`config.mk`:
```
export PLATFORM = sky130hd
export DESIGN_NAME = regfile_sequencer
export DESIGN_NICKNAME = d
export VERILOG_FILES = /design/src/rtl/regfile_sequencer.sv
export SDC_FILE = /design/constraint.sdc
export NUM_CORES = 1
export LEC_CHECK = 0
export BUFFER_PORTS_ARGS = -buffer_cell sky130_fd_sc_hd__buf_2
export CAP_MARGIN = 20
export CORE_MARGIN = 3
export CORE_UTILIZATION = 58
export CTS_CLUSTER_DIAMETER = 100
export CTS_CLUSTER_SIZE = 8
export DETAILED_ROUTE_END_ITERATION = 12
export GPL_TIMING_DRIVEN = 0
export PLACE_DENSITY = 0.89
export SYNTH_ARGS = -nofsm -noshare
export SYNTH_HDL_FRONTEND = slang
export SYNTH_SLANG_ARGS = --single-unit
```
`constraint.sdc`:
```
create_clock -name clock -period 3.1 [get_ports clock]
set_input_delay 0.155 -clock clock [delete_from_list [all_inputs] [get_ports clock]]
set_output_delay 0.155 -clock clock [all_outputs]
set_load 0.005 [all_outputs]
```
`src/rtl/regfile_sequencer.sv`:
```
// ---------------------------------------------------------------------------
// regfile_sequencer
//
// Command-driven initiator for a 2-entry register file. Host commands
// (WRITE, READ, ADD, SWAP) arrive over a valid/ready handshake. Each command
// is run against the register file's write port (active-low write_enable)
// and its two combinational read ports. Exactly one response goes back per
// command over a second valid/ready handshake. This block is the only master
// of the register file's write port.
//
// Ports
//   clock, reset         rising-edge clock, asynchronous active-high reset
//   cmd_valid/cmd_ready  command handshake; cmd_op, cmd_reg, cmd_data payload
//   rsp_valid/rsp_ready  response handshake; rsp_data, rsp_carry payload
//   busy                 high whenever the sequencer is not in IDLE
//   read_register1/2     register file read indices
//   read_data1/2         register file read data (combinational)
//   write_enable         register file write strobe, active-low
//   write_register       register file write index
//   write_data           register file write data
// ---------------------------------------------------------------------------
module regfile_sequencer #(
  parameter int DATA_WIDTH = 8
) (
  input  logic                  clock,
  input  logic                  reset,
  // host command channel
  input  logic                  cmd_valid,
  output logic                  cmd_ready,
  input  logic [1:0]            cmd_op,
  input  logic                  cmd_reg,
  input  logic [DATA_WIDTH-1:0] cmd_data,
  // host response channel
  output logic                  rsp_valid,
  input  logic                  rsp_ready,
  output logic [DATA_WIDTH-1:0] rsp_data,
  output logic                  rsp_carry,
  output logic                  busy,
  // register file port set
  output logic                  read_register1,
  output logic                  read_register2,
  output logic                  write_enable,
  output logic                  write_register,
  output logic [DATA_WIDTH-1:0] write_data,
  input  logic [DATA_WIDTH-1:0] read_data1,
  input  logic [DATA_WIDTH-1:0] read_data2
);

  typedef enum logic [1:0] {
    ST_IDLE  = 2'd0,
    ST_EXEC  = 2'd1,
    ST_SWAP2 = 2'd2,
    ST_RESP  = 2'd3
  } state_e;

  typedef enum logic [1:0] {
    OP_WRITE = 2'b00,
    OP_READ  = 2'b01,
    OP_ADD   = 2'b10,
    OP_SWAP  = 2'b11
  } op_e;

  state_e                state_q,     state_d;
  op_e                   op_q,        op_d;
  logic                  reg_q,       reg_d;
  logic [DATA_WIDTH-1:0] data_q,      data_d;
  logic [DATA_WIDTH-1:0] temp_q,      temp_d;
  logic [DATA_WIDTH-1:0] rsp_data_q,  rsp_data_d;
  logic                  rsp_carry_q, rsp_carry_d;

  // One extra bit holds the ADD carry-out.
  logic [DATA_WIDTH:0]   sum;

  assign sum = {1'b0, read_data1} + {1'b0, read_data2};

  // NOTE: every register has an async reset, including the command and temp
  // holding registers, so the response path never exposes X after reset.
  always_ff @(posedge clock or posedge reset) begin
    if (reset) begin
      state_q     <= ST_IDLE;
      op_q        <= OP_WRITE;
      reg_q       <= 1'b0;
      data_q      <= '0;
      temp_q      <= '0;
      rsp_data_q  <= '0;
      rsp_carry_q <= 1'b0;
    end else begin
      // NOTE: non-blocking assignments here so that every register samples
      // the pre-edge values of the others, whatever the statement order.
      state_q     <= state_d;
      op_q        <= op_d;
      reg_q       <= reg_d;
      data_q      <= data_d;
      temp_q      <= temp_d;
      rsp_data_q  <= rsp_data_d;
      rsp_carry_q <= rsp_carry_d;
    end
  end

  always_comb begin
    // NOTE: every output of this block gets a default first. A path that
    // leaves one unassigned would infer a latch.
    state_d        = state_q;
    op_d           = op_q;
    reg_d          = reg_q;
    data_d         = data_q;
    temp_d         = temp_q;
    rsp_data_d     = rsp_data_q;
    rsp_carry_d    = rsp_carry_q;
    // The port-side outputs rest at their idle values outside EXEC/SWAP2.
    read_register1 = 1'b0;
    read_register2 = 1'b1;
    write_enable   = 1'b1;
    write_register = 1'b0;
    write_data     = '0;

    unique case (state_q)
      ST_IDLE: begin
        if (cmd_valid) begin
          op_d    = op_e'(cmd_op);
          reg_d   = cmd_reg;
          data_d  = cmd_data;
          state_d = ST_EXEC;
        end
      end

      ST_EXEC: begin
        unique case (op_q)
          OP_WRITE: begin
            write_enable   = 1'b0;
            write_register = reg_q;
            write_data     = data_q;
            rsp_data_d     = data_q;
            rsp_carry_d    = 1'b0;
            state_d        = ST_RESP;
          end
          OP_READ: begin
            read_register1 = reg_q;
            rsp_data_d     = read_data1;
            rsp_carry_d    = 1'b0;
            state_d        = ST_RESP;
          end
          OP_ADD: begin
            // The operands come from r0 and r1 through the default read
            // indices. The reads settle before the write edge, so writing
            // back over an operand is well defined.
            write_enable   = 1'b0;
            write_register = reg_q;
            write_data     = sum[DATA_WIDTH-1:0];
            rsp_data_d     = sum[DATA_WIDTH-1:0];
            rsp_carry_d    = sum[DATA_WIDTH];
            state_d        = ST_RESP;
          end
          OP_SWAP: begin
            // First half: r0 <- r1. Old r0 is parked in temp for SWAP2.
            write_enable   = 1'b0;
            write_register = 1'b0;
            write_data     = read_data2;
            temp_d         = read_data1;
            state_d        = ST_SWAP2;
          end
          default: state_d = ST_IDLE;
        endcase
      end

      ST_SWAP2: begin
        write_enable   = 1'b0;
        write_register = 1'b1;
        write_data     = temp_q;
        rsp_data_d     = temp_q;
        rsp_carry_d    = 1'b0;
        state_d        = ST_RESP;
      end

      ST_RESP: begin
        if (rsp_ready) state_d = ST_IDLE;
      end

      default: state_d = ST_IDLE;
    endcase
  end

  // All handshake outputs are decoded from the state register. Reset
  // therefore forces them to their idle values without waiting for a clock.
  assign cmd_ready = (state_q == ST_IDLE);
  assign rsp_valid = (state_q == ST_RESP);
  assign busy      = (state_q != ST_IDLE);
  assign rsp_data  = rsp_data_q;
  assign rsp_carry = rsp_carry_q;

endmodule

```
==> run_results.csv, run 1 <==
group,metric,value,unit
setup_path,endpoint,"write_data[3]",
layout,multi_input_area,1310,µm²
die,die-area,4577,µm²
die,dieWidth,67.65,µm
global_routing,grt_pass1_wl,8.873,mm
clocking,cts.sinks,30,
drt,wl,5.490,mm
pwr,p_per_area,1061,nW/µm²
setup_path,end_kind,"output port",
synth,synth_edf_count,0,
drt,num_vias,2026,
synth,synth_cells,241,
setup_path,slowest_delay,0.44,ns
global_routing,grtUsageMet2,0.4156,
worst_hold_path,min_path_type,"primary input to flop",
sta,fmax,447.4,MHz
setup_path,r2r_cells,7,
sta,period_share,0.7211,
sta,relSlewSlack,0.5414,
pwr,seqPwrFrac,0.270,
placement,place_hpwl,4.248,mm
layout,nFillCells,260,
global_routing,grt.total_usage,0.2584,
placement,io_buffers,53,
setup_path,startpoint_type,"flop",
clocking,clk_latency,0.28,ns
sta,hold_viol,0,
pwr,peakVddDrop,541.2,µV
synth,synth_fp_nets,291,
global_routing,antenna_found_initial,0,
synth,async_flop_share,1.000,
layout,layout_common_cells,"buf_2, nand2_1, dfrtp_1, a21oi_1",
pwr,netSwitchingPower,1.267,mW
sta,drv_slew,0,
setup_path,path_delay_family,"buffers and inverters",
global_routing,grt_max_degree,17,
die,coreArea,3495,µm²
sta,timing.final.crit_period,2.235,ns
synth,yosys_warnings,0,
layout,drive_gt1_frac,0.3135,
clocking,cts_max_level,2,
drt,remaining_drc_errors,0,
setup_path,worstPathCellList,"inv_1 -> ha_1 -> buf_4 -> o21ai_0 -> nor2_1 -> o21ai_0 -> a21boi_0 -> buf_2",
pwr,pwr-share-comb,0.625,
layout,nets,353,
setup_path,cp.required,2.94,ns
global_routing,overflow,0,
sta,rsz0062_at_grt,"no",
sta,worst_pin_slew,0.6872,ns
drt,final_antenna_net_count,0,
run_status,outcome,"completed",
layout,antennaDiodeCount,0,
clocking,cts_tree,"built",
clocking,cts_inserted_buffers,5,
setup_path,critPathKind,"flop to output port",
synth,yosys-top-cells-area,"dfrtp_1, ha_1, mux2_2, nand2_1, a21oi_1",
placement,place.gp.congestion,0.9283,
sta,setup_violations,0,
layout,area_growth,19.81,%
pwr,internal_power,1.535,mW
drt,firstDrtPassIters,4,
synth,synth.yosys.seq_area_share,0.3405,
sta,skew,0.003525,ns
drt,drtIter0Drc,158,
clocking,clk_pin_slew,0.06,ns
setup_path,crit_cells,8,
drt,wl_per_cell,15.73,µm
setup_path,r2r-start,"op_q[0]$_DFFE_PP0P_",
die,die_h,67.65,µm
synth,ys_ff_latch,30,
setup_path,cp.arrival,2.08,ns
pwr,power.share.switching,0.4523,
synth,synth_top_area_cell,"dfrtp_1",
layout,final_common_cell,"buf_2",
synth,avgSynthCellArea,9.148,µm²
clocking,post_cts_resized,0,
global_routing,grt_use_met1,0.3420,
setup_path,critPathMaxFanout,10,
setup_path,r2r_end,"rsp_data[3]$_DFFE_PP0P_",
drt,vias_per_cell,5.805,
layout,fin_util,0.7558,
die,placement_rows,21,
setup_path,crit_top_cell,"o21ai_0",
synth,netlist.area_leader.share,0.3405,
clocking,cts_buffer_depth,2,
sta,setup-tns-final,0,ns
synth,synthFlopType,"dfrtp_1",
setup_path,r2r_setup_slack,1.19,ns
synth,syn_area,2205,µm²
global_routing,grt.busiest_layer,"met2",
die,io_pins,55,
global_routing,grt_pass1_vias,1903,
pwr,leakage,1.294,nW
pwr,pwr-share-clk,0.105,
clocking,clockRootBuffer,"clkbuf_8",
setup_path,startpoint,"op_q[0]$_DFFE_PP0P_",
synth,ys_types,48,
layout,seq_area,750.7,µm²
global_routing,use_met3,0.06323,
die,start_util,0.6309,
setup_path,crit_buf_inv,3,
run,cap_violations,0,
setup_path,cp_slowest_cell,"dfrtp_1",
==> flip-flops by register name, summed over array words and instances (netlist names) <==
register,flops
rsp_data,8
rsp_carry,1
reg_q,1
op_q,2
temp_q,8
state_q,2
data_q,8
==> what timing repair did <==
action / in CTS / in global routing
endpoints found under the hold margin: 15 / 0
hold buffers: 1 / 0
buffers inserted: 0 / 0
setup endpoints to repair: 0 / 0
==> worst reg2reg max path, delay by kind of cell, from the launching register on <==
| family | cells | cell delay, ns |
|---|---|---|
| DFF | 1 | 0.43 |
| AOI/OAI and AO/OA | 3 | 0.57 |
| adders and majority gates | 1 | 0.29 |
| buffers and inverters | 3 | 0.55 |
==> metal layers <==
layer,vias to the layer above,wire length [µm]
met1,962,2431
met5,-,0
met2,74,2590
li1,985,-
met3,5,417
met4,0,51
==> cells in the mapped netlist, drive strengths merged, types with 2 or more instances <==
cell / n
dfrtp: 30
a21boi: 3
mux2: 18
mux2i: 2
o21a: 2
a222oi: 2
o31ai: 4
and3: 3
nand2b: 2
a22o: 2
a211oi: 5
o21bai: 3
nand2: 32
a21oi: 21
o211a: 2
a31oi: 5
ha: 18
buf: 13
nor2b: 2
nor2: 12
a22oi: 6
and2: 3
nand3b: 3
o21ai: 17
nor3: 3
inv: 13
==> cell type report <==
type	instances	share of cell area
Tap cell	46	0.02179
Inverter	13	0.01847
Clock buffer	7	0.02890
Timing Repair Buffer	55	0.1146
Buffer	14	0.03600
Sequential cell	30	0.2842
Multi-Input combinational cell	184	0.4960
==> through the flow <==
stage               total power [mW]  cell area, µm²  setup WS, ns  hold WS, ns  cells
floorplan                      1.972            2205         1.373       0.2458    241
CTS                            2.786            2641        0.8989       0.1028    349
detailed placement             2.482            2555        0.9643       0.2881    341
global placement               2.421            2527        0.9883       0.3858    340
finish                         2.802            2641        0.8647       0.1019    349
global route                   3.052            2641        0.6653       0.1005    349
==> kinds of logic after synthesis <==
logic type	share of synthesized area
xor gates and xnor gates	0.003973
AOI/OAI and AO/OA	0.2367
and+or+nand+nor	0.1396
muxes	0.1010
other	0.001701
buffers and inverters	0.06526
DFF	0.3405
adders and majority gates	0.1112
==> worst min path at each step <==
stage                      from                       to  depth (start not counted)
CTS                 cmd_data[6]    data_q[6]$_DFFE_PP0P_                          2
finish                  cmd_reg        reg_q$_DFFE_PP0P_                          2
detailed placement        reset  rsp_data[0]$_DFFE_PP0P_                          2
floorplan                 reset    data_q[0]$_DFFE_PP0P_                          1
global placement      cmd_op[0]      op_q[0]$_DFFE_PP0P_                          2
global route          cmd_op[1]      op_q[1]$_DFFE_PP0P_                          2
==> power by group through the flow <==
| stage | Combinational, mW | Sequential (mW) | Clock [mW] |
|---|---|---|---|
| floorplan | 1.25 | 0.723 | 0 |
| global placement | 1.67 | 0.748 | 0 |
| detailed placement | 1.72 | 0.760 | 0 |
| CTS | 1.73 | 0.753 | 0.299 |
| global route | 1.96 | 0.780 | 0.314 |
| finish | 1.75 | 0.756 | 0.294 |
(Power assumes the default switching activity.)
==> run 2, diff against run 1 <==
CORE_UTILIZATION = 48   (was 58)
PLACE_DENSITY = 0.79   (was 0.89)
clock period = 2 ns   (was 3.1 ns; I/O delays follow)
==> run_results.csv, run 2 (synthesized netlist as in run 1, its figures left out) <==
group,metric,value,unit
setup_path,path_delay_family,"buffers and inverters",
drt,num_vias,2055,
worst_hold_path,holdPathStages,2,
sta,relSlewSlack,0.5291,
drt,vias_per_cell,5.646,
clocking,cts_tree,"built",
placement,dpl_cell_area,2562,µm²
sta,fmax,514.0,MHz
layout,drive_gt1_frac,0.3910,
setup_path,endpoint,"write_register",
setup_path,crit_top_cell,"buf_4",
global_routing,grt_pass1_vias,1932,
placement,place_ws,0.03433,ns
layout,area_growth,28.66,%
global_routing,overflow,0,
die,placement_rows,24,
setup_path,r2r_cells,7,
setup_path,cp.arrival,1.85,ns
sta,drv_slew,0,
sta,skew,0.006168,ns
global_routing,grt_max_degree,17,
clocking,cts_buffer_depth,2,
setup_path,r2r_setup_slack,0.17,ns
setup_path,cp.required,1.90,ns
die,dieWidth,73.77,µm
layout,antennaDiodeCount,0,
clocking,cts_max_level,2,
setup_path,startpoint,"op_q[1]$_DFFE_PP0P_",
global_routing,grt_pass1_wl,9.515,mm
sta,setup-tns-final,0,ns
layout,seq_area,754.5,µm²
setup_path,crit_cells,8,
clocking,clockRootBuffer,"clkbuf_8",
setup_path,critPathKind,"flop to output port",
drt,firstDrtPassIters,7,
sta,timing.final.crit_period,1.945,ns
layout,stdcell_count,364,
setup_path,slowest_delay,0.45,ns
layout,multi_input_area,1378,µm²
sta,rsz0062_at_grt,"yes",
setup_path,cp_slowest_cell,"dfrtp_2",
clocking,clk_pin_slew,0.07,ns
clocking,clk_latency,0.28,ns
pwr,peakVddDrop,634.1,µV
setup_path,end_kind,"output port",
placement,io_buffers,53,
pwr,p_total,4.819,mW
die,coreArea,4384,µm²
worst_hold_path,hold_start,"cmd_data[4]",
run_status,outcome,"completed",
layout,postLayoutCellArea,2836,µm²
global_routing,grt.total_usage,0.2301,
placement,place_hpwl,4.281,mm
setup_path,r2r_end,"rsp_data[4]$_DFFE_PP0P_",
drt,remaining_drc_errors,0,
drt,wl,5.939,mm
run,cap_violations,0,
pwr,leakage,1.349,nW
global_routing,antenna_found_initial,0,
drt,wl_per_cell,16.32,µm
clocking,cts_inserted_buffers,5,
worst_hold_path,min_path_type,"primary input to flop",
sta,hold_viol,0,
sta,setup_violations,0,
placement,place_inst,347,
drt,drtIter0Drc,164,
die,die-area,5442,µm²
layout,final_common_cell,"buf_2",
die,die_h,73.77,µm
pwr,p_per_area,1699,nW/µm²
clocking,cts.sinks,30,
setup_path,worstPathCellList,"inv_4 -> ha_4 -> buf_6 -> buf_4 -> buf_4 -> o211a_1 -> o21a_1 -> buf_2",
drt,final_antenna_net_count,0,
sta,period_share,0.9727,
setup_path,startpoint_type,"flop",
setup_path,crit_buf_inv,5,
placement,place.gp.congestion,0.8790,
layout,layout_common_cells,"buf_2, nand2_1, dfrtp_1, a21oi_1, mux2_2",
sta,setup_ws,0.05458,ns
sta,worst_pin_slew,0.7056,ns
setup_path,critPathMaxFanout,6,
die,io_pins,55,
die,start_util,0.5029,
setup_path,r2r-start,"op_q[1]$_DFFE_PP0P_",
layout,nFillCells,368,
layout,nets,361,
## run 2: changes by cell type in the layout (fill, tap and decap cells not counted), moves of 3 or more
cell / previous run / this run
buf_4: 8 / 13
dfrtp_2: 0 / 3
dfrtp_1: 30 / 27
clkbuf_8: 5 / 8
ha_1: 18 / 13
ha_4: 0 / 3
## run 2: routing by layer
metal | vias up | global-route usage | wire (µm)
li1 | 1007 | - | -
met1 | 965 | 0.3141 | 2613
met3 | 7 | 0.04651 | 470
met5 | - | 0 | 0
met4 | 0 | 0.07646 | 57
met2 | 76 | 0.3622 | 2798
## run 2: worst min path at each step
stage | to | slack, ns
floorplan | data_q[0]$_DFFE_PP0P_ | 0.19
global placement | op_q[0]$_DFFE_PP0P_ | 0.33
detailed placement | temp_q[0]$_DFFE_PP0P_ | 0.24
CTS | data_q[4]$_DFFE_PP0P_ | 0.04
global route | data_q[2]$_DFFE_PP0P_ | 0.04
finish | data_q[4]$_DFFE_PP0P_ | 0.04
## run 2: per-stage QoR
step             util  hold WS [ns]
2_1_floorplan       -        0.1908
3_3_place_gp   0.5782        0.3339
3_5_place_dp   0.5845        0.2420
4_1_cts        0.6187       0.03545
5_1_grt        0.6470       0.03864
6_report       0.6470       0.04029
## run 2: cell type report
cell class / count / share of cell area
buffer: 14 / 0.03970
timing repair buffer: 63 / 0.1279
clock buffer: 8 / 0.03882
multi-input combinational: 184 / 0.4857
sequential: 30 / 0.2660
inverter: 13 / 0.01897
tap: 52 / 0.02294
## run 2: power breakdown
| group | total, mW | internal, mW | switching, mW |
|---|---|---|---|
| clock network | 0.586 | 0.347 | 0.239 |
| logic | 3.05 | 1.43 | 1.61 |
| registers | 1.19 | 0.940 | 0.247 |
| total | 4.82 | 2.72 | 2.10 |
## run 2: repair_timing
action,4_1_cts,5_1_grt
gates resized for setup,6,21
setup endpoints to repair,6,9
setup buffers,2,6
hold buffers,1,0
hold endpoints to repair,15,0
pin swaps,2,8
